<file path="src/rtl/btc_dec_comp_code_lrb_search.sv">
// Component-code decoder front stage.
// Consumes one saturated a-priori metric (Lapri) per beat. For each codeword it
// accumulates the hard decisions, the extended Hamming syndrome, the overall
// parity and the pLRB_NUM least reliable positions. One result vector is issued
// per codeword, one enabled cycle after its eop beat.
//
// Ports
//   iclk, ireset (sync, active high), iclkena (global hold when low)
//   ival/isop/ieop/iLapri : serial metric stream, one bit position per beat
//   oval       : one-cycle result strobe
//   olen       : codeword length in beats (saturates at 2^pIDX_W)
//   osyndrome  : XOR of (i+1) over hd=1 positions, eop position excluded
//   oparity    : XOR of all hard decisions
//   olrb_idx   : LRB positions, entry k at [k*pIDX_W +: pIDX_W], ascending magnitude
//   olrb_mag   : LRB magnitudes, entry k at [k*(pEXTR_W-1) +: pEXTR_W-1]
//   ohd_word   : hard-decision word, bit i = position i
//   oerr       : codeword exceeded 2^pIDX_W beats
module btc_dec_comp_code_lrb_search #(
  parameter int pEXTR_W  = 5,
  parameter int pIDX_W   = 6,
  parameter int pLRB_NUM = 2
) (
  input  logic                              iclk,
  input  logic                              ireset,
  input  logic                              iclkena,
  input  logic                              ival,
  input  logic                              isop,
  input  logic                              ieop,
  input  logic [pEXTR_W-1:0]                iLapri,
  output logic                              oval,
  output logic [pIDX_W:0]                   olen,
  output logic [pIDX_W-1:0]                 osyndrome,
  output logic                              oparity,
  output logic [pLRB_NUM*pIDX_W-1:0]        olrb_idx,
  output logic [pLRB_NUM*(pEXTR_W-1)-1:0]   olrb_mag,
  output logic [2**pIDX_W-1:0]              ohd_word,
  output logic                              oerr
);

  localparam int MW   = pEXTR_W - 1;
  localparam int NBIT = 2 ** pIDX_W;
  localparam logic [pIDX_W:0] FULL = {1'b1, {pIDX_W{1'b0}}};

  typedef enum logic {IDLE, ACC} state_t;

  state_t                             state;
  logic [pIDX_W:0]                    cnt;
  logic [NBIT-1:0]                    hd_acc;
  logic [pIDX_W-1:0]                  syn;
  logic                               par;
  logic                               ovf;
  logic [pLRB_NUM-1:0][pIDX_W-1:0]    lidx;
  logic [pLRB_NUM-1:0][MW-1:0]        lmag;

  // per-beat metric decode
  logic              hd;
  logic [pEXTR_W-1:0] neg;
  logic [MW-1:0]     mag;

  assign hd  = ~iLapri[pEXTR_W-1];
  assign neg = ~iLapri + 1'b1;
  // only the most negative code still has its sign set after negation
  assign mag = hd ? iLapri[MW-1:0] : (neg[pEXTR_W-1] ? '1 : neg[MW-1:0]);

  logic take;
  assign take = ival & (isop | (state == ACC));

  // Starting point for this beat. A sop clears everything (LRB list to
  // {0, all ones}); inserting the sop beat into that cleared list yields the
  // required seed {0, mag}, {0, all ones}, ... so sop needs no special path.
  logic [pIDX_W:0]                    base_cnt;
  logic [NBIT-1:0]                    base_hd;
  logic [pIDX_W-1:0]                  base_syn;
  logic                               base_par;
  logic                               base_ovf;
  logic [pLRB_NUM-1:0][pIDX_W-1:0]    base_lidx;
  logic [pLRB_NUM-1:0][MW-1:0]        base_lmag;

  always_comb begin
    base_cnt  = cnt;
    base_hd   = hd_acc;
    base_syn  = syn;
    base_par  = par;
    base_ovf  = ovf;
    base_lidx = lidx;
    base_lmag = lmag;
    if (isop) begin
      base_cnt  = '0;
      base_hd   = '0;
      base_syn  = '0;
      base_par  = 1'b0;
      base_ovf  = 1'b0;
      base_lidx = '0;
      base_lmag = '1;
    end
  end

  logic [pIDX_W-1:0] pos;
  logic              in_rng;
  assign pos    = base_cnt[pIDX_W-1:0];
  assign in_rng = (base_cnt != FULL);

  // Sorted insertion. lt[] is monotonic over a sorted list, so the insertion
  // point is the first k with lt[k]; a tie never inserts ahead of an equal entry.
  logic [pLRB_NUM-1:0]                lt;
  logic [pLRB_NUM-1:0][pIDX_W-1:0]    ins_lidx;
  logic [pLRB_NUM-1:0][MW-1:0]        ins_lmag;

  for (genvar k = 0; k < pLRB_NUM; k++) begin : g_ins
    assign lt[k] = (mag < base_lmag[k]);
    if (k == 0) begin : g_head
      assign ins_lidx[k] = lt[k] ? pos : base_lidx[k];
      assign ins_lmag[k] = lt[k] ? mag : base_lmag[k];
    end else begin : g_tail
      assign ins_lidx[k] = !lt[k] ? base_lidx[k] : (lt[k-1] ? base_lidx[k-1] : pos);
      assign ins_lmag[k] = !lt[k] ? base_lmag[k] : (lt[k-1] ? base_lmag[k-1] : mag);
    end
  end

  logic [pIDX_W:0]                    nxt_cnt;
  logic [NBIT-1:0]                    nxt_hd;
  logic [pIDX_W-1:0]                  nxt_syn;
  logic                               nxt_par;
  logic                               nxt_ovf;
  logic [pLRB_NUM-1:0][pIDX_W-1:0]    nxt_lidx;
  logic [pLRB_NUM-1:0][MW-1:0]        nxt_lmag;

  always_comb begin
    nxt_cnt  = base_cnt;
    nxt_hd   = base_hd;
    nxt_syn  = base_syn;
    nxt_par  = base_par ^ hd;
    nxt_ovf  = base_ovf;
    nxt_lidx = base_lidx;
    nxt_lmag = base_lmag;
    if (in_rng) begin
      nxt_cnt     = base_cnt + 1'b1;
      nxt_hd[pos] = hd;
      // eop is the extension bit; pos+1 wraps to 0 on the last slot by design
      if (hd && !ieop) nxt_syn = base_syn ^ (pos + 1'b1);
      nxt_lidx = ins_lidx;
      nxt_lmag = ins_lmag;
    end else begin
      // saturated: only parity keeps moving
      nxt_ovf = 1'b1;
    end
  end

  always_ff @(posedge iclk) begin
    if (ireset) begin
      state     <= IDLE;
      cnt       <= '0;
      hd_acc    <= '0;
      syn       <= '0;
      par       <= 1'b0;
      ovf       <= 1'b0;
      lidx      <= '0;
      lmag      <= '1;
      oval      <= 1'b0;
      oerr      <= 1'b0;
      oparity   <= 1'b0;
      olen      <= '0;
      osyndrome <= '0;
      olrb_idx  <= '0;
      olrb_mag  <= '1;
      ohd_word  <= '0;
    end else if (iclkena) begin
      oval <= take & ieop;
      if (take) begin
        cnt    <= nxt_cnt;
        hd_acc <= nxt_hd;
        syn    <= nxt_syn;
        par    <= nxt_par;
        ovf    <= nxt_ovf;
        lidx   <= nxt_lidx;
        lmag   <= nxt_lmag;
        state  <= ieop ? IDLE : ACC;
        if (ieop) begin
          olen      <= nxt_cnt;
          osyndrome <= nxt_syn;
          oparity   <= nxt_par;
          oerr      <= nxt_ovf;
          ohd_word  <= nxt_hd;
          for (int k = 0; k < pLRB_NUM; k++) begin
            olrb_idx[k*pIDX_W +: pIDX_W] <= nxt_lidx[k];
            olrb_mag[k*MW +: MW]         <= nxt_lmag[k];
          end
        end
      end
    end
  end

endmodule
</file>
<file path="config.mk">
export PLATFORM = sky130hd
export DESIGN_NAME = btc_dec_comp_code_lrb_search
export DESIGN_NICKNAME = d
export VERILOG_FILES = /design/src/rtl/btc_dec_comp_code_lrb_search.sv
export SDC_FILE = /design/constraint.sdc
export NUM_CORES = 1
export LEC_CHECK = 0
export ABC_CLOCK_PERIOD_IN_PS = 6000
export CAP_MARGIN = 20
export CORE_MARGIN = 2
export CORE_UTILIZATION = 35
export DETAILED_ROUTE_END_ITERATION = 16
export GPL_TIMING_DRIVEN = 0
export PLACE_DENSITY = 0.65
export SLEW_MARGIN = 15
export SYNTH_ARGS = -nofsm -noshare
export SYNTH_HDL_FRONTEND = slang
export SYNTH_SLANG_ARGS = --single-unit
</file>
<file path="constraint.sdc">
create_clock -name iclk -period 6 [get_ports iclk]
set_input_delay 1.8 -clock iclk [delete_from_list [all_inputs] [get_ports iclk]]
set_output_delay 1.8 -clock iclk [all_outputs]
set_load 0.05 [all_outputs]
</file>
==> results.tsv <==
metric	value	unit
CTS tree	done	
wire per inst	18.6	um
clock tree sinks	200	
critical path, cell by cell	clkdlybuf4s50_1 > clkbuf_1 > clkbuf_1 > o21a_1 > nor2_1 > a31o_2 > ha_1 > nor2b_1 > nor2_1 > nand2_1 > nor2_4 > mux2_1 > a22o_1	
gate count after technology mapping	1107	
Synth warnings	0	
Int Power	0.00212	W
number of enable-type register cells in the synthesized netlist	0	
capture point of the worst reg-to-reg path	hd_acc[27]$_SDFFE_PP0P_	
main combinational cell family by area after synthesis	compound AO/OA/AOI/OAI gates	
area of the core region	25800	um^2
sequential share of power	47.7	%
count of buffers inserted at the top-level ports	109	
largest cells by area after synthesis	sky130_fd_sc_hd__dfxtp_1, sky130_fd_sc_hd__a211oi_1, sky130_fd_sc_hd__nor2_1, sky130_fd_sc_hd__nand2_1, sky130_fd_sc_hd__mux2_2	
Final Skew	0.0127	ns
Slew Limit Headroom	26.1	%
post-detailed-route via-to-cell ratio	5.49	
internal reg-to-reg setup slack	3.16	ns
number of violations of the max-capacitance limit	0	
worst stage delay on the critical path	0.60	ns
data required time at the worst endpoint	6.33	ns
via count of the first global-routing pass	8284	
I/O pins	111	
cell accounting for the most synthesized area	sky130_fd_sc_hd__dfxtp_1	
register bit count reported by yosys	200	
TNS Setup	0	ns
drt first pass iters	5	
most instantiated flip-flop cell in the synthesis netlist	sky130_fd_sc_hd__dfxtp_1	
fraction of synthesis flops using an asynchronous set or reset pin	0	%
die height	166	um
crit share post-route	88.8	%
met3 demand-to-capacity share in global routing	4.64	%
diode count	0	
sequential fraction of the synthesis area	43.8	%
final critical path time including I/O delays and setup	5.33	ns
final wirelength	29300	um
post-detailed-route DRC marker count	0	
synthesized-area fraction occupied by xor and xnor cells	0.479	%
RSZ-0062 raised after global routing	false	
global-route wire length before repair	46300	um
Crit Reg-Reg Startpoint	cnt[0]$_SDFFE_PP0P_	
insertion delay of the later-clocked pin in the worst-skew pair	0.45	ns
Worst Reg2Reg Path Length in Cells	12	
commonest cells in the synthesized netlist	sky130_fd_sc_hd__nor2_1, sky130_fd_sc_hd__dfxtp_1, sky130_fd_sc_hd__nand2_1	
Synth Area in Simple Gates	22.3	%
layout cells sized above 1	8.67	%
syn_nets	1127	
global-route congestion overflow total	0	
post-synth design cell area	9140	um^2
share of the synthesized area in the top cell type	43.8	%
Via Count	8684	
switching power as a share of total power	27.9	%
number of slew-limit violations in the final report	0	
maximum buffer depth of the clock tree	2	
net switching power figure	0.000823	W
P_leak	3.74	nW
WHS Endpoint	olen[4]$_SDFFE_PP0P_	
quantity of gates resized following cts	0	
Setup violations, final	0	
largest net degree at the start of global routing	17	
synthesized area per cell	8.26	um^2
clock-pin slew reported for the worst setup and hold paths after clock tree synthesis	0.07	ns
post-layout worst setup margin	0.671	ns
worst supply voltage drop on vdd	0.000166	V
mux cell area share after synthesis	5.31	%
initial core utilization	35.4	%
Final Hold Viols	0	
Slowest-stage cell, CP	sky130_fd_sc_hd__clkbuf_1	
footprint of the flip-flops and latches	4000	um^2
crit path launch type	primary input	
Total Routing Usage GR	21.0	%
post-synthesis share of cell area spent on full adders, half adders and majority gates	1.23	%
Die Span X	166	um
Root Buffer Master	sky130_fd_sc_hd__clkbuf_16	
met1 routing resource usage after global routing	27.6	%
antenna violations before repair	0	
number of clock buffers inserted by TritonCTS	17	
number of unique standard cell types used by synthesis	72	
Critical Path Sink Type	register	
share of the synthesized area in compound gates (AO/OA/AOI/OAI)	22.3	%
met2 routing resource usage after global routing	34.7	%
most utilized layer in the global route result	met2	
number of cell rows	59	
footprint of the multi-input gates	4720	um^2
critical path data arrival time	5.66	ns
result of the run	finished, final reports clean	
Hold WC Path Type	reg -> reg	
first element of the critical path	iLapri[4]	
Final ANT Viol Nets	0	
hold path cells	2	
pwr dens	263	nW/um^2
pre-CTS WS	0.319	ns
hold bufs inserted after CTS	0	
first-iteration detailed-routing DRC count	693	
placed wire-length estimate after detailed placement	20800	um
total number of H-tree levels	4	
gpl congestion	0.910	
type of the worst setup path	in -> reg	
die outline area	27400	um^2
peak clock frequency supported by timing	0.188	GHz
clock network fraction of design power	39.1	%
Area Growth Syn to Fin	22.7	%
Comb power frac	13.3	%
Worst Path Max Fanout	10	
fillers	2632	
slew at the pin closest to its max-slew limit	1.10	ns
post-CTS setup buffer count	0	
Total Nets Final	1255	
start point of the worst min-delay path	olen[4]$_SDFFE_PP0P_	
most used standard cell by instance count after synthesis	sky130_fd_sc_hd__nor2_1	
[per-stage QoR]
step                total power, W  hold slack [ns]  util, %  instances  cell area [um^2]
finish                     0.00295            0.462     43.4       1581             11200
global route               0.00304            0.484     43.4       1581             11200
CTS                        0.00295            0.464     43.4       1581             11200
floorplan                  0.00170            0.432        -       1107              9140
detailed placement         0.00182            0.450     41.2       1551             10700
global placement           0.00182            0.446     41.2       1551             10700
[critical path: cells and delay by family]
| kind | cells | cell delay, ns |
|---|---|---|
| multiplexers | 1 | 0.37 |
| buffers and inverters | 3 | 1.56 |
| AND/OR/NAND/NOR | 5 | 0.99 |
| AO/OA/AOI/OAI | 3 | 0.64 |
| adder cells (fa/ha/maj) | 1 | 0.29 |
[layer usage]
layer | vias up | wire [um]
met2 | 317 | 13800
met5 | - | 0
met4 | 0 | 531
met3 | 42 | 2030
met1 | 4154 | 13000
li1 | 4171 | -
[kinds of logic after synthesis]
| group | count (synthesis) |
|---|---|
| compound gates | 280 |
| xor+xnor | 5 |
| fa+ha+maj | 9 |
| buf+inv | 106 |
| flops | 200 |
| mux | 45 |
| simple gates | 462 |
[cell type report]
type / count / area share (%)
Buffer: 94 / 3.37
Clock buffer: 20 / 3.98
Clock inverter: 10 / 1.07
Tap cell: 335 / 3.74
Multi-Input combinational cell: 801 / 42.0
Inverter: 12 / 0.401
Timing Repair Buffer: 109 / 9.72
Sequential cell: 200 / 35.7
[power by group through the flow]
stage          Clock [W]  Sequential [W]  Combinational, W
6_report         0.00115         0.00140          0.000392
5_1_grt          0.00121         0.00141          0.000421
4_1_cts          0.00116         0.00140          0.000390
3_5_place_dp           0         0.00144          0.000388
3_3_place_gp           0         0.00143          0.000384
2_1_floorplan          0         0.00150          0.000193
[layout by cell type (no fill, tap or decap), types with 4 or more instances in the layout]
| master | synthesis | final |
|---|---|---|
| sky130_fd_sc_hd__a211o_1 | 4 | 4 |
| sky130_fd_sc_hd__mux2_2 | 24 | 24 |
| sky130_fd_sc_hd__a211oi_1 | 128 | 128 |
| sky130_fd_sc_hd__clkbuf_1 | 69 | 71 |
| sky130_fd_sc_hd__nand2b_1 | 7 | 7 |
| sky130_fd_sc_hd__ha_1 | 9 | 9 |
| sky130_fd_sc_hd__mux2i_1 | 17 | 17 |
| sky130_fd_sc_hd__o21ai_0 | 18 | 18 |
| sky130_fd_sc_hd__nand3_1 | 14 | 14 |
| sky130_fd_sc_hd__buf_1 | 7 | 7 |
| sky130_fd_sc_hd__nor2b_1 | 4 | 4 |
| sky130_fd_sc_hd__clkdlybuf4s50_1 | 0 | 109 |
| sky130_fd_sc_hd__dfxtp_1 | 200 | 200 |
| sky130_fd_sc_hd__or2_2 | 8 | 8 |
| sky130_fd_sc_hd__a21o_1 | 5 | 5 |
| sky130_fd_sc_hd__inv_1 | 10 | 10 |
| sky130_fd_sc_hd__a31oi_1 | 34 | 34 |
| sky130_fd_sc_hd__a2bb2oi_1 | 4 | 4 |
| sky130_fd_sc_hd__nor2_1 | 227 | 227 |
| sky130_fd_sc_hd__o21a_1 | 5 | 5 |
| sky130_fd_sc_hd__nor3_2 | 5 | 5 |
| sky130_fd_sc_hd__nor2_2 | 5 | 5 |
| sky130_fd_sc_hd__nand2_1 | 129 | 129 |
| sky130_fd_sc_hd__mux2_1 | 4 | 4 |
| sky130_fd_sc_hd__buf_2 | 16 | 16 |
| sky130_fd_sc_hd__and2_1 | 4 | 4 |
| sky130_fd_sc_hd__a22o_1 | 7 | 7 |
| sky130_fd_sc_hd__a21oi_1 | 37 | 37 |
| sky130_fd_sc_hd__a22oi_1 | 7 | 7 |
| sky130_fd_sc_hd__clkbuf_16 | 0 | 17 |
| sky130_fd_sc_hd__nor3_1 | 30 | 30 |
[worst max-delay path by stage]
stage / depth (start not counted) / end / slack [ns]
final: 13 / olrb_idx[5]$_SDFFE_PP0P_ / 0.67
after global routing: 13 / olrb_idx[5]$_SDFFE_PP0P_ / 0.50
after detailed placement: 13 / olrb_idx[5]$_SDFFE_PP0P_ / 0.32
after global placement: 13 / olrb_idx[5]$_SDFFE_PP0P_ / 0.33
after floorplan: 12 / lmag[4]$_SDFFE_PP1P_ / 1.62
after CTS: 13 / olrb_idx[5]$_SDFFE_PP0P_ / 0.76
[registers in the layout, indices dropped and copies added (netlist names)]
signal and count:
hd_acc 64, ohd_word 64, lidx 12, olrb_idx 12, lmag 8, olrb_mag 8
cnt 7, olen 7, osyndrome 6, syn 6, oerr 1, oparity 1
oval 1, ovf 1, par 1, state 1
No activity file was read; power rests on OpenSTA's default activity.
